<file path="src/rtl/uart_clk_pkg.sv">
// Shared types and constants for the UART baud-clock arbiter.
// Imported by the top-level arbiter and the round-robin pick.
package uart_clk_pkg;

    localparam int N_CLIENTS = 2;
    localparam int DIV_W     = 3;
    localparam int CFG_W     = 1 + DIV_W;
    localparam int IDX_W     = $clog2(N_CLIENTS);

    typedef enum logic [1:0] {
        IDLE   = 2'd0,
        SETTLE = 2'd1,
        RUN    = 2'd2
    } state_e;

    typedef struct packed {
        logic             freq;
        logic [DIV_W-1:0] div;
    } clk_cfg_t;

endpackage

</file>
<file path="src/rtl/uart_clk_rr_arb.sv">
// Two-way round-robin pick: a lone requester wins outright, a tie goes to
// the client named by the pointer. Purely combinational.
module uart_clk_rr_arb
    import uart_clk_pkg::*;
(
    input  logic [N_CLIENTS-1:0] req,
    input  logic [IDX_W-1:0]     ptr,
    output logic [N_CLIENTS-1:0] winner
);

    always_comb begin
        // NOTE: every output of a combinational block gets a default first so no latch is inferred.
        winner = '0;
        case (req)
            2'b01:   winner = 2'b01;
            2'b10:   winner = 2'b10;
            2'b11:   winner = (ptr == IDX_W'(1)) ? 2'b10 : 2'b01;
            default: winner = '0;
        endcase
    end

endmodule

</file>
<file path="src/rtl/uart_clk_arb.sv">
// Arbitrates one shared baud-clock generator between two UART clients,
// holding it disabled for SETTLE_CYCLES after every configuration change.
module uart_clk_arb
    import uart_clk_pkg::*;
#(
    parameter int SETTLE_CYCLES = 4,
    parameter bit ALLOW_SHARE   = 1'b1
) (
    input  logic                       clk,
    input  logic                       rst,
    input  logic [N_CLIENTS-1:0]       req,
    input  logic [N_CLIENTS-1:0]       cfg_freq,
    input  logic [N_CLIENTS*DIV_W-1:0] cfg_div,
    output logic [N_CLIENTS-1:0]       gnt,
    output logic                       gen_en,
    output logic                       gen_freq,
    output logic [DIV_W-1:0]           gen_div,
    output logic                       busy
);

    localparam int               CNT_W    = (SETTLE_CYCLES > 1) ? $clog2(SETTLE_CYCLES) : 1;
    localparam logic [CNT_W-1:0] CNT_LAST = CNT_W'(SETTLE_CYCLES - 1);

    state_e                 state_q,   state_d;
    logic [CNT_W-1:0]       cnt_q,     cnt_d;
    logic [N_CLIENTS-1:0]   gnt_q,     gnt_d;
    clk_cfg_t               gen_cfg_q, gen_cfg_d;
    logic [IDX_W-1:0]       owner_q,   owner_d;
    logic [IDX_W-1:0]       ptr_q,     ptr_d;

    clk_cfg_t               cli_cfg [N_CLIENTS];
    logic [N_CLIENTS-1:0]   winner;
    logic [N_CLIENTS-1:0]   held;
    logic [N_CLIENTS-1:0]   join_ok;
    logic [IDX_W-1:0]       last_idx;

    uart_clk_rr_arb u_rr_arb (
        .req    (req),
        .ptr    (ptr_q),
        .winner (winner)
    );

    always_comb begin
        for (int i = 0; i < N_CLIENTS; i++) begin
            cli_cfg[i].freq = cfg_freq[i];
            cli_cfg[i].div  = cfg_div[DIV_W*i +: DIV_W];
        end
    end

    // A waiting client may join a running grant only with an identical configuration.
    always_comb begin
        held    = gnt_q & req;
        join_ok = '0;
        for (int j = 0; j < N_CLIENTS; j++) begin
            join_ok[j] = ALLOW_SHARE && !gnt_q[j] && req[j] && (cli_cfg[j] == gen_cfg_q);
        end
    end

    // The client still holding the clock when RUN ends; a joint release credits the original owner.
    always_comb begin
        case (gnt_q)
            2'b01:   last_idx = IDX_W'(0);
            2'b10:   last_idx = IDX_W'(1);
            default: last_idx = owner_q;
        endcase
    end

    always_comb begin
        state_d   = state_q;
        cnt_d     = cnt_q;
        gnt_d     = gnt_q;
        gen_cfg_d = gen_cfg_q;
        owner_d   = owner_q;
        ptr_d     = ptr_q;

        case (state_q)
            IDLE: begin
                gnt_d = '0;
                if (|winner) begin
                    for (int i = 0; i < N_CLIENTS; i++) begin
                        if (winner[i]) begin
                            gen_cfg_d = cli_cfg[i];
                            owner_d   = IDX_W'(i);
                        end
                    end
                    cnt_d   = '0;
                    state_d = SETTLE;
                end
            end

            SETTLE: begin
                gnt_d = '0;
                if (!req[owner_q]) begin
                    cnt_d   = '0;
                    state_d = IDLE;
                end else if (cnt_q == CNT_LAST) begin
                    cnt_d          = '0;
                    gnt_d[owner_q] = 1'b1;
                    state_d        = RUN;
                end else begin
                    cnt_d = cnt_q + CNT_W'(1);
                end
            end

            RUN: begin
                if (held == '0) begin
                    gnt_d   = '0;
                    ptr_d   = last_idx + IDX_W'(1);
                    state_d = IDLE;
                end else begin
                    gnt_d = held | join_ok;
                end
            end

            default: begin
                gnt_d   = '0;
                state_d = IDLE;
            end
        endcase
    end

    always_ff @(posedge clk) begin
        if (!rst) begin
            state_q   <= IDLE;
            cnt_q     <= '0;
            gnt_q     <= '0;
            gen_cfg_q <= '0;
            owner_q   <= '0;
            ptr_q     <= '0;
        end else begin
            // NOTE: non-blocking assignments keep every flop sampling pre-edge values.
            state_q   <= state_d;
            cnt_q     <= cnt_d;
            gnt_q     <= gnt_d;
            gen_cfg_q <= gen_cfg_d;
            owner_q   <= owner_d;
            ptr_q     <= ptr_d;
        end
    end

    assign gnt      = gnt_q;
    assign gen_en   = (state_q == RUN);
    assign gen_freq = gen_cfg_q.freq;
    assign gen_div  = gen_cfg_q.div;
    assign busy     = (state_q != IDLE);

endmodule

</file>
<file path="config.mk">
export PLATFORM = sky130hd
export DESIGN_NAME = uart_clk_arb
export DESIGN_NICKNAME = d
export VERILOG_FILES = /design/src/rtl/uart_clk_pkg.sv /design/src/rtl/uart_clk_rr_arb.sv /design/src/rtl/uart_clk_arb.sv
export SDC_FILE = /design/constraint.sdc
export NUM_CORES = 1
export LEC_CHECK = 0
export CAP_MARGIN = 20
export CORE_MARGIN = 3
export CORE_UTILIZATION = 50
export DETAILED_ROUTE_END_ITERATION = 6
export PLACE_DENSITY = 0.82
export SETUP_SLACK_MARGIN = 0.5
export SLEW_MARGIN = 20
export SYNTH_ARGS = -nofsm -noshare
export SYNTH_HDL_FRONTEND = slang
export SYNTH_HIERARCHICAL = 1
export SYNTH_SLANG_ARGS = --single-unit
export TNS_END_PERCENT = 30
</file>
<file path="constraint.sdc">
create_clock -name clk -period 4.3 [get_ports clk]
set_clock_uncertainty 0.15 [all_clocks]
set_input_delay 0.645 -clock clk [delete_from_list [all_inputs] [get_ports clk]]
set_output_delay 0.645 -clock clk [all_outputs]
set_load 0.03 [all_outputs]
</file>
==> summary.md, run 1 <==
| Metric | Value |
|---|---|
| Clock power share | 27.4% |
| CTS tree | yes |
| Gr usage total | 20.10% |
| VDD IR max | 202.4 uV |
| Root Driver | clkbuf_4 |
| Post-synthesis register bit count | 12 |
| Most frequent cell after synthesis | nor2_1 |
| Hpwl dp | 1341 um |
| Initial antenna violation count | 0 |
| Vias in the first global route | 693 |
| Routed vias | 694 |
| Status | completed |
| Die Y | 44.88 um |
| Pins Over Slew Limit | 0 |
| Synthesis warning total | 6 |
| Grt ovf | 0 |
| Crit. End Element | register |
| Final hold vios | 0 |
| Post-synthesis async set-or-reset flop share | 0% |
| Synth top cells by count | 13 x nor2_1, 12 x dfxtp_1, 8 x mux2i_1 |
| Setup_tns | 0 ps |
| First-pass GRT wire length | 3063 um |
| Setup CP Type | in2reg |
| Drt total wl | 1705 um |
| Sequential power share | 40.0% |
| Seq/Total Area, Yosys | 31.79% |
| I/O Buffers | 19 |
| Tmin final | 2716 ps |
| Yosys top cell by area | dfxtp_1 |
| Cell variety after synth | 27 |
| Top post-synthesis cells by area | dfxtp_1 32%, mux2i_1 11%, ha_1 8.3%, a211oi_1 7.0%, nor2_1 6.5% |
| HP Class | reg2reg |
| CP peak stage delay | 610 ps |
| Postcts setup bufs | 0 |
| Buf/Inv on CP | 1 |
| Worst slew pin tran | 679.8 ps |
| RD Place Congestion | 0.8570 |
| Unrepaired setup endpoints after global routing | false |
| Post-synth net total | 105 |
| CP Max Fanout | 7 |
| Logic gate share of total power | 32.7% |
| Reg clk slew, reported paths | 80 ps |
| Maxcap violations | 0 |
| Die ar. | 0.002014 mm^2 |
| Hold buffers post-CTS | 0 |
| Worst path required time | 4340 ps |
| Clock tree buffer depth | 2 |
| Sw Share | 32.86% |
| Cell count after synthesis | 88 |
| Net Switching | 0.1086 mW |
| Synth top area share | 31.79% |
| DRT iter0 DRCs | 4 |
| IO Pins | 20 |
| Slowest-stage cell, CP | a21boi_1 |
| Vias per std cell | 5.552 |
| Per-cell routed wire length | 13.64 um |
| Initial core utilization | 55.31% |
| CTS H-Tree Depth | 1 |
| Share of layout cells above drive strength 1 | 5.455% |
| Die width | 44.88 um |
| Rel. slew slack | 54.58% |
| Top Family by Delay on Critical Path | compound AO/OA/AOI/OAI gates |
| Worst skew pair latency | 270 ps |
| Max frequency | 0.3682 GHz |
| WP data arrival | 2760 ps |
| P&R area growth vs syn | 31.79% |
| CORE AREA | 0.001366 mm^2 |
| Syn_area_per_cell | 8.588 um^2 |
| # setup viols final | 0 |
| Setup slack, reg-to-reg | 2160 ps |
| Pleak | 0.3913 nW |
| Crit-path cells | clkdlybuf4s50_1 > a21boi_1 > nor3b_1 > o21bai_1 > or4_1 > a21oi_1 |
| Final period utilization | 63.16% |
| Largest net degree at the start of global routing | 10 |
| DRC errors left | 0 |
| Int Pwr | 0.2219 mW |
| Power Density | 331.9 mW/mm^2 |
| CTS buffer count | 3 |
| CP Launch Type | input pin |
| CTS resizes | 0 |
| Remaining antenna violation count | 0 |
| Diode count | 0 |
| Clock Sinks | 12 |
| Row cnt | 13 |
| Post-synth EDFFs | 0 |
| Cell area after synthesis | 755.7 um^2 |
| Final Power | 0.3305 mW |
| Prevailing post-synth register cell | dfxtp_1 |
| Drt first pass iters | 4 |
| Final net count | 128 |
-- cells by family (layout without fill, tap and decap cells) --
kind of cell,count (synthesis),after routing,synth area share (%)
fa+ha+maj,5,5,8.278
mux,8,8,10.60
compound gates,20,20,18.21
buf+inv,7,29,3.642
flops,12,12,31.79
simple gates,28,28,18.21
xor+xnor,8,8,9.272
-- state kept, by name, indices dropped and copies added (netlist names) --
| name | cells |
|---|---|
| gnt | 2 |
| state_q | 2 |
| cnt_q | 2 |
| ptr_q | 1 |
| owner_q | 1 |
| gen_div | 3 |
| gen_freq | 1 |
-- layout by cell type, fill, tap and decap left out, types with 2 or more instances in the layout --
| cell | Yosys | layout |
|---|---|---|
| a211oi_1 | 7 | 7 |
| a21oi_1 | 4 | 4 |
| a31oi_1 | 2 | 2 |
| clkbuf_4 | 0 | 3 |
| clkdlybuf4s50_1 | 0 | 19 |
| dfxtp_1 | 12 | 12 |
| ha_1 | 5 | 5 |
| inv_1 | 5 | 5 |
| mux2i_1 | 8 | 8 |
| nand2_1 | 7 | 7 |
| nand3_1 | 2 | 2 |
| nor2_1 | 13 | 13 |
| xnor2_1 | 3 | 3 |
| xor2_1 | 5 | 5 |
-- worst paths after layout --
path,from,to,cells past startpoint
setup reg to reg,ptr_q$_SDFFE_PN0P_,cnt_q[0]$_SDFFE_PN0P_,6
setup / recovery,req[1],cnt_q[0]$_SDFFE_PN0P_,6
hold reg to reg,cnt_q[0]$_SDFFE_PN0P_,cnt_q[0]$_SDFFE_PN0P_,2
hold / removal,cnt_q[0]$_SDFFE_PN0P_,cnt_q[0]$_SDFFE_PN0P_,2
-- tightest hold or removal path, cell delays in order, from the launching register on --
cell and delay [ps]:
dfxtp_1 330, nand2_1 60, a21oi_1 60
-- cell type report --
| type | instances | area (um^2) |
|---|---|---|
| Clock buffer | 4 | 36.28 |
| Fill cell | 122 | 370.4 |
| Inverter | 6 | 22.52 |
| Multi-Input combinational cell | 69 | 488.0 |
| Sequential cell | 12 | 240.2 |
| Tap cell | 15 | 18.77 |
| Timing Repair Buffer | 19 | 190.2 |
-- power groups by stage --
stage                     clock network (mW)  logic [mW]  registers, mW
after detailed placement                   0       0.108          0.135
final                                 0.0904       0.108          0.132
after global placement                     0       0.106          0.134
after CTS                             0.0940       0.109          0.132
after global routing                  0.0986       0.119          0.134
after floorplan                            0      0.0585          0.144
-- per-layer routing --
metal  wire (um)  GRT usage [%]  up-vias
met5           0              0        -
met4          13          7.018        0
met3          65          3.187        2
met2         813          34.67       14
met1         813          25.18      318
li1            -              -      360
-- stage by stage --
stage | utilization (%) | cell area, um^2 | hold WS (ps) | cells | setup WS, ps
2_1_floorplan | - | 755.7 | 298.6 | 88 | 2361
3_3_place_gp | 70.24 | 959.7 | 311.8 | 121 | 1413
3_5_place_dp | 70.24 | 959.7 | 327.2 | 121 | 1356
4_1_cts | 72.89 | 996.0 | 338.9 | 125 | 1621
5_1_grt | 72.89 | 996.0 | 365.9 | 125 | 1491
6_report | 72.89 | 996.0 | 334.6 | 125 | 1584
No activity file was read; power rests on OpenSTA's default activity.
==> run 2, diff against run 1 <==
--- a/config.mk
+++ b/config.mk
@@ -6,10 +6,11 @@
 export NUM_CORES = 1
 export LEC_CHECK = 0
 export CAP_MARGIN = 20
+export CORE_ASPECT_RATIO = 0.8
 export CORE_MARGIN = 3
-export CORE_UTILIZATION = 50
+export CORE_UTILIZATION = 46
 export DETAILED_ROUTE_END_ITERATION = 6
-export PLACE_DENSITY = 0.82
+export PLACE_DENSITY = 0.76
 export SETUP_SLACK_MARGIN = 0.5
 export SLEW_MARGIN = 20
 export SYNTH_ARGS = -nofsm -noshare
==> constraint.sdc (replaced) <==
create_clock -name clk -period 2.75 [get_ports clk]
set_clock_uncertainty 0.15 [all_clocks]
set_input_delay 0.4125 -clock clk [delete_from_list [all_inputs] [get_ports clk]]
set_output_delay 0.4125 -clock clk [all_outputs]
set_load 0.03 [all_outputs]
==> run 2 against run 1 <==
- first-iteration DRC count grew to 5.0 times the previous value
- largest cell class unchanged
- highest routed layer unchanged
- setup slack lost 1100 ps
- combinational power grew 60%
==> summary.md, run 2 (synthesis results as in run 1) <==
| Metric | Value |
|---|---|
| Worst path required time | 2190 ps (-2150 ps) |
| Grt ovf | 0 (unchanged) |
| Area taken by multi-input logic gates | 491.7 um^2 (+0.77%) |
| Reg clk slew, reported paths | 70 ps (about the same) |
| Status | completed |
| Die Y | 42.26 um (-5.8%) |
| I/O Buffers | 19 (unchanged) |
| Clock Sinks | 12 (unchanged) |
| Setup slack, reg-to-reg | 900 ps (-1260 ps) |
| Clock tree buffer depth | 2 (unchanged) |
| Vias per std cell | 5.530 (-0.39%) |
| Share of layout cells above drive strength 1 | 7.207% (+1.8 points) |
| Final net count | 130 (+1.6%) |
| Diode count | 0 (unchanged) |
| RD Place Congestion | 0.8856 (+3.3%) |
| Drt total wl | 1775 um (+4.1%) |
| CTS tree | yes |
| Final period utilization | 80.60% |
| Initial core utilization | 51.36% (-4.0 points) |
| IO Pins | 20 (unchanged) |
| P&R area growth vs syn | 33.28% |
| CORE AREA | 0.001471 mm^2 (+7.7%) |
| Unrepaired setup endpoints after global routing | false |
| R2r startpoint | state_q[0]$_SDFFE_PN0P_ |
| Largest net degree at the start of global routing | 10 (unchanged) |
| Final hold vios | 0 (unchanged) |
| Max frequency | 0.4511 GHz |
| CTS H-Tree Depth | 1 (unchanged) |
| Hpwl dp | 1407 um (+4.9%) |
| Slowest-stage cell, CP | clkdlybuf4s50_1 |
| Reg2Reg Depth | 6 (unchanged) |
| # setup viols final | 0 (unchanged) |
| DRT iter0 DRCs | 20 (+16) |
| Top Family by Delay on Critical Path | buffers and inverters |
| Maxcap violations | 0 (unchanged) |
| Cell Area, Placed | 982.2 um^2 (+2.3%) |
| Die width | 51.32 um (+14%) |
| CP Launch Type | register |
| Vias in the first global route | 597 (-14%) |
| First-pass GRT wire length | 2677 um (-13%) |
| Setup_tns | 0 ps (unchanged) |
| Die ar. | 0.002168 mm^2 (+7.7%) |
| # placed instances | 129 (+6.6%) |
| Routed vias | 730 (+5.2%) |
| Power Density | 484.7 mW/mm^2 (+46%) |
| Root Driver | clkbuf_4 |
| CP Max Fanout | 5 (-2) |
| Remaining antenna violation count | 0 (unchanged) |
| HP Class | reg2reg |
| DRC errors left | 0 (unchanged) |
| Sink of the worst hold path | cnt_q[0]$_SDFFE_PN0P_ |
| HP Start | cnt_q[0]$_SDFFE_PN0P_ |
| Worst slew pin tran | 330.3 ps (-349.5 ps) |
| Tmin final | 2217 ps |
| Worst skew pair latency | 270 ps (about the same) |
| Most frequent cells in the layout | 18 x clkdlybuf4s50_1, 13 x nor2_1, 12 x dfxtp_1 |
| Buf/Inv on CP | 2 (+1) |
| Crit. End Element | primary output |
| Pins Over Slew Limit | 0 (unchanged) |
| Post-route cell area | 0.001007 mm^2 (+1.1%) |
| Initial antenna violation count | 0 (unchanged) |
| Rel. slew slack | 77.90% (+23 points) |
| VDD IR max | 397.7 uV (+97%) |
| Number of cells on the worst hold path | 2 (unchanged) |
| Fill cells | 142 (+16%) |
| Crit-path cells | inv_1 > ha_1 > clkdlybuf4s50_1 |
| Pleak | 0.3979 nW (+1.7%) |
| Row cnt | 12 (-1) |
| CP peak stage delay | 710 ps (+100 ps) |
| CTS buffer count | 3 (unchanged) |
| Most common cell after layout, fill and taps aside | clkdlybuf4s50_1 |
| WP data arrival | 1650 ps (-1110 ps) |
| Max FFs per register | 3 (unchanged) |
| Final instance count without filler cells | 132 (+5.6%) |
| Worst r2r dst | cnt_q[0]$_SDFFE_PN0P_ |
| Drt first pass iters | 4 (unchanged) |
| Per-cell routed wire length | 13.45 um (-1.4%) |
| Setup CP Type | reg2out |
| Gr usage total | 16.79% (-3.3 points) |
| Register area | 240.2 um^2 (unchanged) |
run 2: changes by cell type in the layout (fill, tap and decap cells not counted), sizes merged:
cell,before,now
dlygate4sd2,0,1
buf,0,2
clkbuf,4,3
clkdlybuf4s50,19,18
run 2: layer usage:
layer | GRT usage [%] | vias up | part of all wire (%)
met3 | 7.117 | 4 | 9.9
met2 | 24.68 | 33 | 43
met4 | 7.330 | 0 | 1.4
met1 | 21.26 | 332 | 46
met5 | 0 | - | 0
li1 | - | 361 | -
run 2: worst max-delay path by stage:
stage / start / end / slack, ps / cells past startpoint
finish: state_q[0]$_SDFFE_PN0P_ / gen_en / 530 / 3
global route: state_q[0]$_SDFFE_PN0P_ / gen_en / 500 / 3
CTS: state_q[0]$_SDFFE_PN0P_ / gen_en / 520 / 3
detailed placement: req[0] / cnt_q[0]$_SDFFE_PN0P_ / 310 / 6
global placement: req[0] / cnt_q[0]$_SDFFE_PN0P_ / 430 / 6
floorplan: req[1] / cnt_q[0]$_SDFFE_PN0P_ / 1040 / 6
run 2: metrics by stage:
step | hold slack (ps) | setup WS [ps] | utilization [%] | total power [mW]
after floorplan | 298.6 | 1044 | - | 0.3162
after global placement | 309.3 | 430.3 | 66.75 | 0.3826
after detailed placement | 324.7 | 309.4 | 66.75 | 0.3851
after CTS | 335.0 | 523.3 | 68.20 | 0.4923
after global routing | 363.1 | 503.4 | 68.45 | 0.5176
final | 331.6 | 533.4 | 68.45 | 0.4882
run 2: cell type report:
class / count / area share, %
Sequential cell: 12 / 23.85
Clock buffer: 3 / 2.236
Tap cell: 21 / 2.609
Multi-Input combinational cell: 69 / 48.82
Inverter: 6 / 2.236
Timing Repair Buffer: 21 / 20.25
run 2: where the power goes:
group	switching [mW]	internal (mW)
clock	0.0573	0.0508
combinational	0.0934	0.0801
sequential	0.0179	0.189
run 2: timing repair:
item	in CTS	in global routing
hold buffers	0	0
setup endpoints to repair	1	2
endpoints found under the hold margin	0	0
setup buffers	0	0
resized for setup	1	2
run 2: worst reg2reg max path: stages, from the launching register on:
cell      delay [ps]
dfxtp_1          360
inv_1             70
ha_1             270
nor3b_1          190
o21bai_1         200
or4_1            420
a21oi_1          130
==> run 3, diff against run 2 <==
==> constraint.sdc (replaced) <==
create_clock -name clk -period 2.1 [get_ports clk]
set_clock_uncertainty 0.15 [all_clocks]
set_input_delay 0.315 -clock clk [delete_from_list [all_inputs] [get_ports clk]]
set_output_delay 0.315 -clock clk [all_outputs]
set_load 0.03 [all_outputs]
==> run 3 against run 2 <==
- clock power up 74%
- core utilization up 6.1 points
- via count up 3.6%
- die area unchanged
- critical path depth down 2
- non-clock buffer count up 5
- setup slack worse by 290 ps
- hold slack worse by 3.0 ps
- sequential cell count unchanged
- largest power group unchanged
- highest routed layer unchanged
==> summary.md, run 3 (synthesis results as in run 1) <==
| Metric | Value |
|---|---|
| Row cnt | 12 (unchanged) |
| VDD IR max | 487.8 uV (+23%) |
| Hold slack | 328.6 ps (-3.003 ps) |
| Tmin final | 1853 ps |
| Initial antenna violation count | 0 (unchanged) |
| HP Class | reg2reg |
| CP Max Fanout | 4 (-1) |
| Root Driver | clkbuf_4 |
| Power Density | 650.6 mW/mm^2 (+34%) |
| Die Y | 42.26 um (unchanged) |
| CP peak stage delay | 700 ps (about the same) |
| I/O Buffers | 19 (unchanged) |
| Max frequency | 0.5398 GHz |
| DRT iter0 DRCs | 31 (+55%) |
| Crit. End Element | primary output |
| Top Family by Delay on Critical Path | buffers and inverters |
| Vias in the first global route | 668 (+12%) |
| Worst path required time | 1630 ps (-560 ps) |
| Initial core utilization | 51.36% (unchanged) |
| Die ar. | 0.002168 mm^2 (unchanged) |
| Rel. slew slack | 78.21% (+0.31 points) |
| CORE AREA | 0.001471 mm^2 (unchanged) |
| IO Pins | 20 (unchanged) |
| Unrepaired setup endpoints after global routing | true |
| Final period utilization | 88.22% |
| Max FFs per register | 3 (unchanged) |
| Final core utilization | 74.57% (+6.1 points) |
| Post-route cell area | 0.001097 mm^2 (+8.9%) |
| Die width | 51.32 um (unchanged) |
| Reg clk slew, reported paths | 80 ps (about the same) |
| First-pass GRT wire length | 3160 um (+18%) |
| # setup viols final | 0 (unchanged) |
| Buf/Inv on CP | 1 (-1) |
| DRC errors left | 0 (unchanged) |
| Maxcap violations | 0 (unchanged) |
| Setup CP Type | reg2out |
| RD Place Congestion | 0.9508 (+7.4%) |
| Slowest-stage cell, CP | clkdlybuf4s50_1 |
| Pleak | 0.4853 nW (+22%) |
| Setup slack, reg-to-reg | 370 ps (-530 ps) |
| Cell Area, Placed | 0.001033 mm^2 (+5.2%) |
| Clock tree buffer depth | 2 (unchanged) |
| Most frequent cells in the layout | 13 x nor2_1, 12 x clkdlybuf4s50_1, 9 x dfxtp_1 |
| P&R area growth vs syn | 45.20% |
| Status | completed |
| Drt total wl | 1940 um (+9.3%) |
| Gr usage total | 19.52% (+2.7 points) |
| Pins Over Slew Limit | 0 (unchanged) |
| Largest net degree at the start of global routing | 10 (unchanged) |
| CTS tree | yes |
| Routed vias | 756 (+3.6%) |
| Remaining antenna violation count | 0 (unchanged) |
| Diode count | 0 (unchanged) |
| Share of layout cells above drive strength 1 | 21.37% (+14 points) |
| Drt first pass iters | 4 (unchanged) |
| Grt ovf | 0 (unchanged) |
| Final net count | 135 (+3.8%) |
| Crit-path cells | clkdlybuf4s50_1 |
| Final hold vios | 0 (unchanged) |
| Clock Sinks | 12 (unchanged) |
| Worst slew pin tran | 326.3 ps (-4.019 ps) |
| Final Worst Setup Slack | 247.4 ps (-286.0 ps) |
| Worst slack, placed | -38.73 ps (-348.2 ps) |
| CTS H-Tree Depth | 1 (unchanged) |
| Hpwl dp | 1445 um (+2.7%) |
| Worst skew pair latency | 280 ps (about the same) |
| CP Launch Type | register |
| Fill cells | 114 (-20%) |
| Most common cell after layout, fill and taps aside | nor2_1 |
| Vias per std cell | 5.478 (-0.94%) |
| Per-cell routed wire length | 14.06 um (+4.5%) |
| WP data arrival | 1390 ps (-260 ps) |
| CTS buffer count | 3 (unchanged) |
==> run 3: area by class of cell <==
| cell class | count | area [um^2] | area share [%] |
|---|---|---|---|
| multi-input combinational | 69 | 520.5 | 47.43 |
| timing repair buffer | 26 | 247.7 | 22.58 |
| sequential | 12 | 244.0 | 22.23 |
| clock buffer | 4 | 36.28 | 3.307 |
| tap | 21 | 26.28 | 2.395 |
| inverter | 6 | 22.52 | 2.052 |
==> run 3: power by group <==
part,switching [mW],leakage [nW],internal (mW)
combinational,0.133,0.365,0.121
sequential,0.0240,0.0995,0.248
clock,0.0823,0.0210,0.105
total,0.240,0.485,0.474
==> run 3: timing repair <==
| action | 4_1_cts | 5_1_grt |
|---|---|---|
| hold buffers | 0 | 0 |
| setup endpoints to repair | 15 | 16 |
| buffers inserted | 0 | 1 |
| resized for setup | 9 | 8 |
| pin swaps | 0 | 2 |
==> run 3: stage by stage <==
step           power [mW]  setup TNS [ps]  cells
2_1_floorplan      0.4253               0     88
5_1_grt            0.7496               0    138
3_3_place_gp       0.5216               0    133
6_report           0.7139               0    138
3_5_place_dp       0.5268          -38.73    133
4_1_cts            0.7122               0    137
==> run 3: worst min-delay path, cell delays in order (launching register included) <==
cell and delay (ps):
dfxtp_1 330, nand2_1 50, a21oi_1 50
==> run 3: layer usage <==
metal	up-vias	GRT usage (%)	routed length [um]
met5	-	0	0
met4	0	4.188	10
met3	2	7.117	98
met2	26	28.79	891
met1	352	27.04	939
li1	376	-	-
==> run 3: final timing paths <==
kind,from,cells after the start,end
max,gen_div[0]$_SDFFE_PN0P_,1,gen_div[0]
min,cnt_q[0]$_SDFFE_PN0P_,2,cnt_q[0]$_SDFFE_PN0P_
max reg2reg,state_q[1]$_SDFFE_PN0P_,6,cnt_q[0]$_SDFFE_PN0P_
min reg2reg,cnt_q[0]$_SDFFE_PN0P_,2,cnt_q[0]$_SDFFE_PN0P_
